$ cat config.mk
export PLATFORM = sky130hd
export DESIGN_NAME = rect_obstacle_ctrl
export DESIGN_NICKNAME = d
export VERILOG_FILES = /design/src/rtl/rect_obstacle_ctrl_pkg.sv /design/src/rtl/rect_obstacle_ctrl_contact.sv /design/src/rtl/rect_obstacle_ctrl.sv
export SDC_FILE = /design/constraint.sdc
export NUM_CORES = 1
export LEC_CHECK = 0
export CAP_MARGIN = 20
export CORE_MARGIN = 4
export CORE_UTILIZATION = 61
export CTS_BUF_LIST = sky130_fd_sc_hd__clkbuf_2
export DETAILED_ROUTE_END_ITERATION = 16
export PLACE_DENSITY = 0.9
export SLEW_MARGIN = 20
export SYNTH_ARGS = -nofsm -noshare
export SYNTH_HDL_FRONTEND = slang
export SYNTH_HIERARCHICAL = 1
export SYNTH_SLANG_ARGS = --single-unit
$ cat constraint.sdc
create_clock -name btnClk -period 7.3 [get_ports btnClk]
set_clock_uncertainty 0.15 [all_clocks]
set_input_delay 1.46 -clock btnClk [delete_from_list [all_inputs] [get_ports btnClk]]
set_output_delay 1.46 -clock btnClk [all_outputs]
set_load 0.01 [all_outputs]
$ cat src/rtl/rect_obstacle_ctrl_pkg.sv
// Shared encodings for the rectangle obstacle: modes, button codes, FSM states.
package rect_obstacle_pkg;

  localparam int COLOR_W = 4;

  typedef enum logic [1:0] {
    MODE_MANUAL   = 2'd0,
    MODE_PATROL_H = 2'd1,
    MODE_PATROL_V = 2'd2,
    MODE_HOLD     = 2'd3
  } mode_t;

  // One-hot button codes {U,D,R,L}
  localparam logic [3:0] BTN_U = 4'd8;
  localparam logic [3:0] BTN_D = 4'd4;
  localparam logic [3:0] BTN_R = 4'd2;
  localparam logic [3:0] BTN_L = 4'd1;

  typedef enum logic {
    ST_INIT = 1'b0,
    ST_RUN  = 1'b1
  } state_t;

endpackage

$ cat src/rtl/rect_obstacle_ctrl_contact.sv
// rect_contact_detect: combinational player-vs-rectangle edge contact and overlap tests.
// Build macro STRADDLE_BLOCK_EN also blocks a same-colour player straddling a vertical edge at top/bottom.
module rect_contact_detect
  import rect_obstacle_pkg::*;
#(
  parameter int POS_W    = 12,
  parameter int PLAYER_W = 12,
  parameter int PLAYER_H = 12
) (
  input  logic [POS_W-1:0]   rectH,
  input  logic [POS_W-1:0]   rectV,
  input  logic [POS_W-1:0]   objW,
  input  logic [POS_W-1:0]   objH,
  input  logic [POS_W-1:0]   playerH,
  input  logic [POS_W-1:0]   playerV,
  input  logic [COLOR_W-1:0] rectColor,
  input  logic [COLOR_W-1:0] playerColor,
  output logic               blockUp,
  output logic               blockDown,
  output logic               blockLeft,
  output logic               blockRight,
  output logic               overlap
);

  localparam int AW = POS_W + 2;
  localparam logic [AW-1:0] PW_A = AW'(PLAYER_W);
  localparam logic [AW-1:0] PH_A = AW'(PLAYER_H);

  logic [AW-1:0] rL, rR, rT, rB, pL, pR, pT, pB;
  logic hov, vov, colorDiff, straddle;

  // Widened edges so right/bottom sums never wrap
  assign rL = AW'(rectH);
  assign rR = AW'(rectH) + AW'(objW);
  assign rT = AW'(rectV);
  assign rB = AW'(rectV) + AW'(objH);
  assign pL = AW'(playerH);
  assign pR = AW'(playerH) + PW_A;
  assign pT = AW'(playerV);
  assign pB = AW'(playerV) + PH_A;

  assign hov       = (pL < rR) && (pR > rL);
  assign vov       = (pT < rB) && (pB > rT);
  assign colorDiff = (rectColor != playerColor);

`ifdef STRADDLE_BLOCK_EN
  assign straddle = ((pL < rL) && (rL < pR)) || ((pL < rR) && (rR < pR));
`else
  assign straddle = 1'b0;
`endif

  assign blockDown  = hov && (pB == rT) && (colorDiff || straddle);
  assign blockUp    = hov && (pT == rB) && (colorDiff || straddle);
  assign blockLeft  = vov && (pL == rR) && colorDiff;
  assign blockRight = vov && (pR == rL) && colorDiff;
  assign overlap    = hov && vov;

endmodule

$ cat src/rtl/rect_obstacle_ctrl.sv
// rect_obstacle_ctrl: movable playfield obstacle (manual / patrol bounce) with registered contact blocks.
// Optional build macro STRADDLE_BLOCK_EN is handled inside rect_contact_detect.
module rect_obstacle_ctrl
  import rect_obstacle_pkg::*;
#(
  parameter int SCREEN_W   = 640,
  parameter int SCREEN_H   = 480,
  parameter int PLAYER_W   = 12,
  parameter int PLAYER_H   = 12,
  parameter int POS_W      = 12,
  parameter int STEP       = 1,
  parameter int PATROL_DIV = 4
) (
  input  logic               btnClk,
  input  logic               rst,
  input  logic               visible,
  input  logic [1:0]         mode,
  input  logic               load,
  input  logic [3:0]         btns,
  input  logic [POS_W-1:0]   h_start,
  input  logic [POS_W-1:0]   v_start,
  input  logic [POS_W-1:0]   obj_w,
  input  logic [POS_W-1:0]   obj_h,
  input  logic [COLOR_W-1:0] rect_color,
  input  logic [COLOR_W-1:0] player_color,
  input  logic [POS_W-1:0]   player_h,
  input  logic [POS_W-1:0]   player_v,
  output logic [POS_W-1:0]   rect_h,
  output logic [POS_W-1:0]   rect_v,
  output logic [POS_W-1:0]   obj_w_o,
  output logic [POS_W-1:0]   obj_h_o,
  output logic [COLOR_W-1:0] rect_color_o,
  output logic               visible_o,
  output logic               block_up,
  output logic               block_down,
  output logic               block_left,
  output logic               block_right,
  output logic               overlap
);

  localparam int AW    = POS_W + 2;
  localparam int DIV_W = (PATROL_DIV > 1) ? $clog2(PATROL_DIV) : 1;
  localparam logic [AW-1:0]    STEP_A   = AW'(STEP);
  localparam logic [AW-1:0]    SW_A     = AW'(SCREEN_W);
  localparam logic [AW-1:0]    SH_A     = AW'(SCREEN_H);
  localparam logic [DIV_W-1:0] DIV_LAST = DIV_W'(PATROL_DIV - 1);

  state_t           state;
  mode_t            modeSel;
  logic [1:0]       modePrev;
  logic             dirPos;
  logic [DIV_W-1:0] divCnt;

  logic [AW-1:0]    hPos, vPos, oW, oH, limH, limV, axisPos, axisLim;
  logic [POS_W-1:0] manH, manV, patrolPos;
  logic             patrolFlip, isPatrol, patrolV, patrolStep, modeChanged, reload;
  logic             cUp, cDown, cLeft, cRight, cOverlap;

  assign modeSel     = mode_t'(mode);
  assign modeChanged = (mode != modePrev);
  assign reload      = (state == ST_INIT) || load;

  assign hPos = AW'(rect_h);
  assign vPos = AW'(rect_v);
  assign oW   = AW'(obj_w);
  assign oH   = AW'(obj_h);
  // Highest legal top-left on each axis; an oversized object pins to 0
  assign limH = (SW_A >= oW) ? SW_A - oW : '0;
  assign limV = (SH_A >= oH) ? SH_A - oH : '0;

  always_comb begin
    manH = rect_h;
    manV = rect_v;
    case (btns)
      BTN_U:   manV = (vPos >= STEP_A) ? POS_W'(vPos - STEP_A) : POS_W'(SH_A - oH);
      BTN_D:   manV = (vPos + oH + STEP_A <= SH_A) ? POS_W'(vPos + STEP_A) : '0;
      BTN_R:   manH = (hPos + oW + STEP_A <= SW_A) ? POS_W'(hPos + STEP_A) : '0;
      BTN_L:   manH = (hPos >= STEP_A) ? POS_W'(hPos - STEP_A) : POS_W'(SW_A - oW);
      default: ;
    endcase
  end

  assign patrolV    = (modeSel == MODE_PATROL_V);
  assign isPatrol   = (modeSel == MODE_PATROL_H) || patrolV;
  assign axisPos    = patrolV ? vPos : hPos;
  assign axisLim    = patrolV ? limV : limH;
  // A mode change restarts the divider, so no step is taken on that edge
  assign patrolStep = isPatrol && !modeChanged && (divCnt == DIV_LAST);

  always_comb begin
    patrolPos  = POS_W'(axisPos);
    patrolFlip = 1'b0;
    if (dirPos) begin
      if (axisPos + STEP_A >= axisLim) begin
        patrolPos  = POS_W'(axisLim);
        patrolFlip = 1'b1;
      end else begin
        patrolPos = POS_W'(axisPos + STEP_A);
      end
    end else if (axisPos <= STEP_A) begin
      patrolPos  = '0;
      patrolFlip = 1'b1;
    end else begin
      patrolPos = POS_W'(axisPos - STEP_A);
    end
  end

  rect_contact_detect #(
    .POS_W    (POS_W),
    .PLAYER_W (PLAYER_W),
    .PLAYER_H (PLAYER_H)
  ) u_contact (
    .rectH       (rect_h),
    .rectV       (rect_v),
    .objW        (obj_w),
    .objH        (obj_h),
    .playerH     (player_h),
    .playerV     (player_v),
    .rectColor   (rect_color),
    .playerColor (player_color),
    .blockUp     (cUp),
    .blockDown   (cDown),
    .blockLeft   (cLeft),
    .blockRight  (cRight),
    .overlap     (cOverlap)
  );

  always_ff @(posedge btnClk or posedge rst) begin
    if (rst) begin
      state       <= ST_INIT;
      rect_h      <= '0;
      rect_v      <= '0;
      dirPos      <= 1'b1;
      divCnt      <= '0;
      modePrev    <= MODE_MANUAL;
      block_up    <= 1'b0;
      block_down  <= 1'b0;
      block_left  <= 1'b0;
      block_right <= 1'b0;
      overlap     <= 1'b0;
    end else begin
      modePrev    <= mode;
      block_up    <= visible && cUp;
      block_down  <= visible && cDown;
      block_left  <= visible && cLeft;
      block_right <= visible && cRight;
      overlap     <= visible && cOverlap;

      if (reload) begin
        rect_h <= h_start;
        rect_v <= v_start;
        state  <= ST_RUN;
      end else begin
        case (modeSel)
          MODE_MANUAL: begin
            rect_h <= manH;
            rect_v <= manV;
          end
          MODE_PATROL_H: if (patrolStep) rect_h <= patrolPos;
          MODE_PATROL_V: if (patrolStep) rect_v <= patrolPos;
          default: ;
        endcase
      end

      if (reload || modeChanged || !isPatrol || (divCnt == DIV_LAST))
        divCnt <= '0;
      else
        divCnt <= divCnt + DIV_W'(1);

      if (modeChanged)
        dirPos <= 1'b1;
      else if (!reload && patrolStep && patrolFlip)
        dirPos <= ~dirPos;
    end
  end

  assign obj_w_o      = obj_w;
  assign obj_h_o      = obj_h;
  assign rect_color_o = rect_color;
  assign visible_o    = visible;

endmodule

==> summary.txt <==
Hold path
  • Min-Delay Path Class: reg2reg
  • Worst Hold Launch: divCnt[0]$_DFF_PP0_
  • Hold depth: 1
  • Worst hold endpoint: divCnt[0]$_DFF_PP0_

Cells and area
  • Final nets: 1459
  • Final core utilization: 72.47%
  • Final Cell Area: 10220 µm²
  • Layout area overhead: 14.77%
  • Fillers: 1156
  • Most frequent cells in the layout: 147 x clkdlybuf4s50_1, 124 x ha_1, 88 x nand2_1
  • Most common library cell in the layout ignoring fill and taps: clkdlybuf4s50_1
  • Antenna diodes: 0
  • Share of cells above drive strength 1: 6.758%

Floorplanning
  • Rows: 43
  • Die width: 128.8 µm
  • IO Pins: 148
  • Die area: 16590 µm²
  • Die height: 128.8 µm
  • Core Box Area: 14100 µm²
  • Starting Density: 63.15%

Detailed routing
  • DR WL/cell: 20.66 µm
  • Starting DRT DRC Count: 907
  • Via count: 9536
  • Met3 routed WL: 2.900 mm
  • Wl on met1: 11.71 mm
  • Drt drc: 0
  • Met2 WL: 13.26 mm
  • Top Layer Used: met4
  • Pre-antenna DRT Iters: 5
  • DR vias/cell: 6.701
  • Routed WL: 29.40 mm
  • Post-DRT Antenna Nets: 0

Place
  • DP Wirelength: 22.98 mm
  • IO buf count: 147
  • DP Area: 10140 µm²
  • Placer Congestion: 1.006
  • Post-place setup slack: 0.7896 ns

Global routing
  • First-pass GRT wire length: 45.78 mm
  • Largest net degree at the start of global routing: 36
  • Total Routing Usage GR: 34.13%
  • Vias in the first global route: 9106
  • GRT overflow: 0
  • Initial antenna violation count: 0

Critical path
  • Max incr delay on CP: 0.62 ns
  • CP Data Required Time: 7.53 ns
  • Crit Path Class: in2reg
  • Worst reg2reg path depth: 17
  • CP arrival: 6.40 ns
  • Critical Path Sink Type: flop
  • Worst reg2reg path startpoint: rect_h[0]$_DFFE_PP0P_
  • R2R setup slack: 2.22 ns
  • Setup crit start kind: input port
  • Critical Path Slowest Stage Cell: ha_2
  • R2r endpoint: rect_v[7]$_DFFE_PP0P_
  • Largest delay contributor family on the critical path: compound AO/OA/AOI/OAI gates
  • Cells along the critical path: clkdlybuf4s50_1 -> inv_1 -> ha_2 -> nand2_1 -> o21ai_2 -> inv_1 -> nor3_1 -> a21boi_2 -> nand2_1 -> xnor2_1 -> inv_1 -> ha_1 -> a211oi_1 -> o21ai_0 -> o211ai_1 -> o21ai_0 -> o21ai_2 -> mux2i_1 -> a221oi_1 -> o31ai_1
  • CP dominant cell by count: inv_1
  • Highest net fanout along the worst path: 29
  • Number of buffers and inverters on the critical path: 4

Pwr
  • Peak supply drop: 0.08556 mV
  • Leak: 4.264 nW
  • Internal Pwr Total: 0.6767 mW
  • PD cells: 131.1 nW/µm²
  • Sequential power share: 19.8%
  • Switch share: 49.49%
  • Clock Power Share: 11.3%
  • Psw: 0.6630 mW
  • Logic pwr share: 68.9%

Job
  • Max Cap Viol: 0

Timing
  • Period utilisation layout: 84.50%
  • Final Hold Viols: 0
  • Max Fclk: 162.1 MHz
  • Crit path time final: 6.168 ns
  • Final setup vio count: 0
  • Setup TNS: 0 ns
  • Slew headroom: 43.48%
  • Fin. max-slew vios: 0
  • Setup ws final: 1.132 ns
  • Worst-Margin Slew: 0.8478 ns
  • RSZ-0062 raised after global routing: false

Synth
  • Async SR Flop Fraction: 100.0%
  • Synth Cell Area: 8901 µm²
  • Main synth FF type: dfrtp_1
  • Post-synth net total: 1364
  • Register area share after synthesis: 9.854%
  • Post-Synthesis Cells: 1147
  • #FFs+latches synth: 35
  • Post-synth EDFFs: 0
  • Library cells used by synthesis: 100
  • Synth warn: 6
  • Synthesized area per cell: 7.760 µm²

Clocking
  • TritonCTS clock tree: built
  • Num CTS Buffers: 5
  • Clk_lat worst skew: 0.47 ns
  • CTS sink count: 35
  • H-tree Lvls: 2
  • Clock Path Buffers: 2
  • Clock-pin slew on the worst setup and hold paths: 0.27 ns
  • Cts hold-fix bufs: 0
  • Post-cts sizing count: 0
  • Post-CTS setup buffers: 0
  • Clock root buffer: clkbuf_2

Outcome
  • Status: finished, final reports clean
final cells by class:
class	instances	area [µm²]	share of cell area, %
clock inverter	3	47.55	0.4654
timing repair buffer	164	1599	15.65
tap	180	225.2	2.205
sequential	35	877.1	8.585
clock buffer	5	25.02	0.2449
inverter	74	277.8	2.719
multi-input combinational	962	7164	70.13
stage by stage:
step	hold WS, ns	power (mW)	std cells
3_3_place_gp	0.2838	1.137	1415
6_report	0.3242	1.340	1423
4_1_cts	0.3273	1.316	1423
3_5_place_dp	0.2998	1.162	1415
2_1_floorplan	0.2679	0.8785	1147
5_1_grt	0.3348	1.429	1423
flip-flops by register name, indices dropped and copies added (netlist names):
register	cells
block_up	1
block_left	1
state	1
block_right	1
divCnt	2
modePrev	2
overlap	1
rect_v	12
block_down	1
rect_h	12
dirPos	1
worst max path at each step:
stage                            end     from  slack (ns)  depth (start not counted)
2_1_floorplan  rect_v[0]$_DFFE_PP0P_  mode[0]        2.30                         19
3_3_place_gp   rect_v[7]$_DFFE_PP0P_  mode[0]        0.95                         20
3_5_place_dp   rect_v[7]$_DFFE_PP0P_  mode[0]        0.79                         20
4_1_cts        rect_v[7]$_DFFE_PP0P_  mode[0]        1.29                         20
5_1_grt        rect_h[0]$_DFFE_PP0P_  mode[0]        0.79                         19
6_report       rect_v[7]$_DFFE_PP0P_  mode[0]        1.13                         20
logic make-up (layout without fill, tap and decap cells):
logic type               Yosys count  after routing  share of synthesized area [%]
multiplexers                      15             15                          1.940
other                              1              1                        0.04213
flip-flops                        35             35                          9.854
buffers and inverters            150            246                          9.685
AO/OA/AOI/OAI                    327            327                          26.39
AND/OR/NAND/NOR                  365            365                          21.58
adder cells (fa/ha/maj)          127            127                          18.02
XOR/XNOR                         127            127                          12.50
power by group through the flow:
stage,sequential (mW),combinational [mW],clock (mW)
CTS,0.262,0.903,0.151
detailed placement,0.265,0.896,0
global placement,0.265,0.872,0
finish,0.265,0.924,0.151
global route,0.266,1.01,0.156
floorplan,0.242,0.637,0
synthesized netlist by cell type, types with 4 or more instances:
cell	n	share of area [%]
xnor2_1	77	7.6
o2111ai_1	5	0.49
nand3b_1	7	0.59
buf_4	33	2.8
o211ai_1	12	1.0
clkbuf_8	13	2.0
a31o_2	12	1.2
or2_2	5	0.35
or3_1	10	0.70
a211oi_1	25	2.1
clkbuf_1	17	0.72
ha_1	125	18
o211a_1	4	0.45
o31ai_1	17	1.4
nand2b_1	8	0.56
a2bb2oi_1	7	0.69
a31oi_1	16	1.1
o31a_1	6	0.59
nand4_1	15	1.1
o21bai_1	4	0.34
nor3_1	27	1.5
inv_1	74	3.1
or4_1	6	0.51
o21a_1	16	1.3
a21o_1	16	1.3
nor2_1	68	2.9
nor4b_1	4	0.39
nor4_1	20	1.4
dfrtp_1	34	9.6
nand3_1	45	2.5
and3_1	14	0.98
buf_2	7	0.39
a221oi_1	10	0.98
o21ai_0	54	3.0
and2_1	9	0.63
mux2i_1	10	1.1
xor2_1	50	4.9
nand2_1	88	3.7
o22ai_1	6	0.42
nor3b_1	6	0.51
a22oi_1	12	1.0
a21oi_1	55	3.1
nor2b_1	11	0.77
metal layers:
metal	vias up	track usage [%]
met5	-	0
met4	0	16.43
met3	122	5.729
met2	580	55.82
met1	4401	43.62
li1	4433	-
No activity file was read; power rests on OpenSTA's default activity.
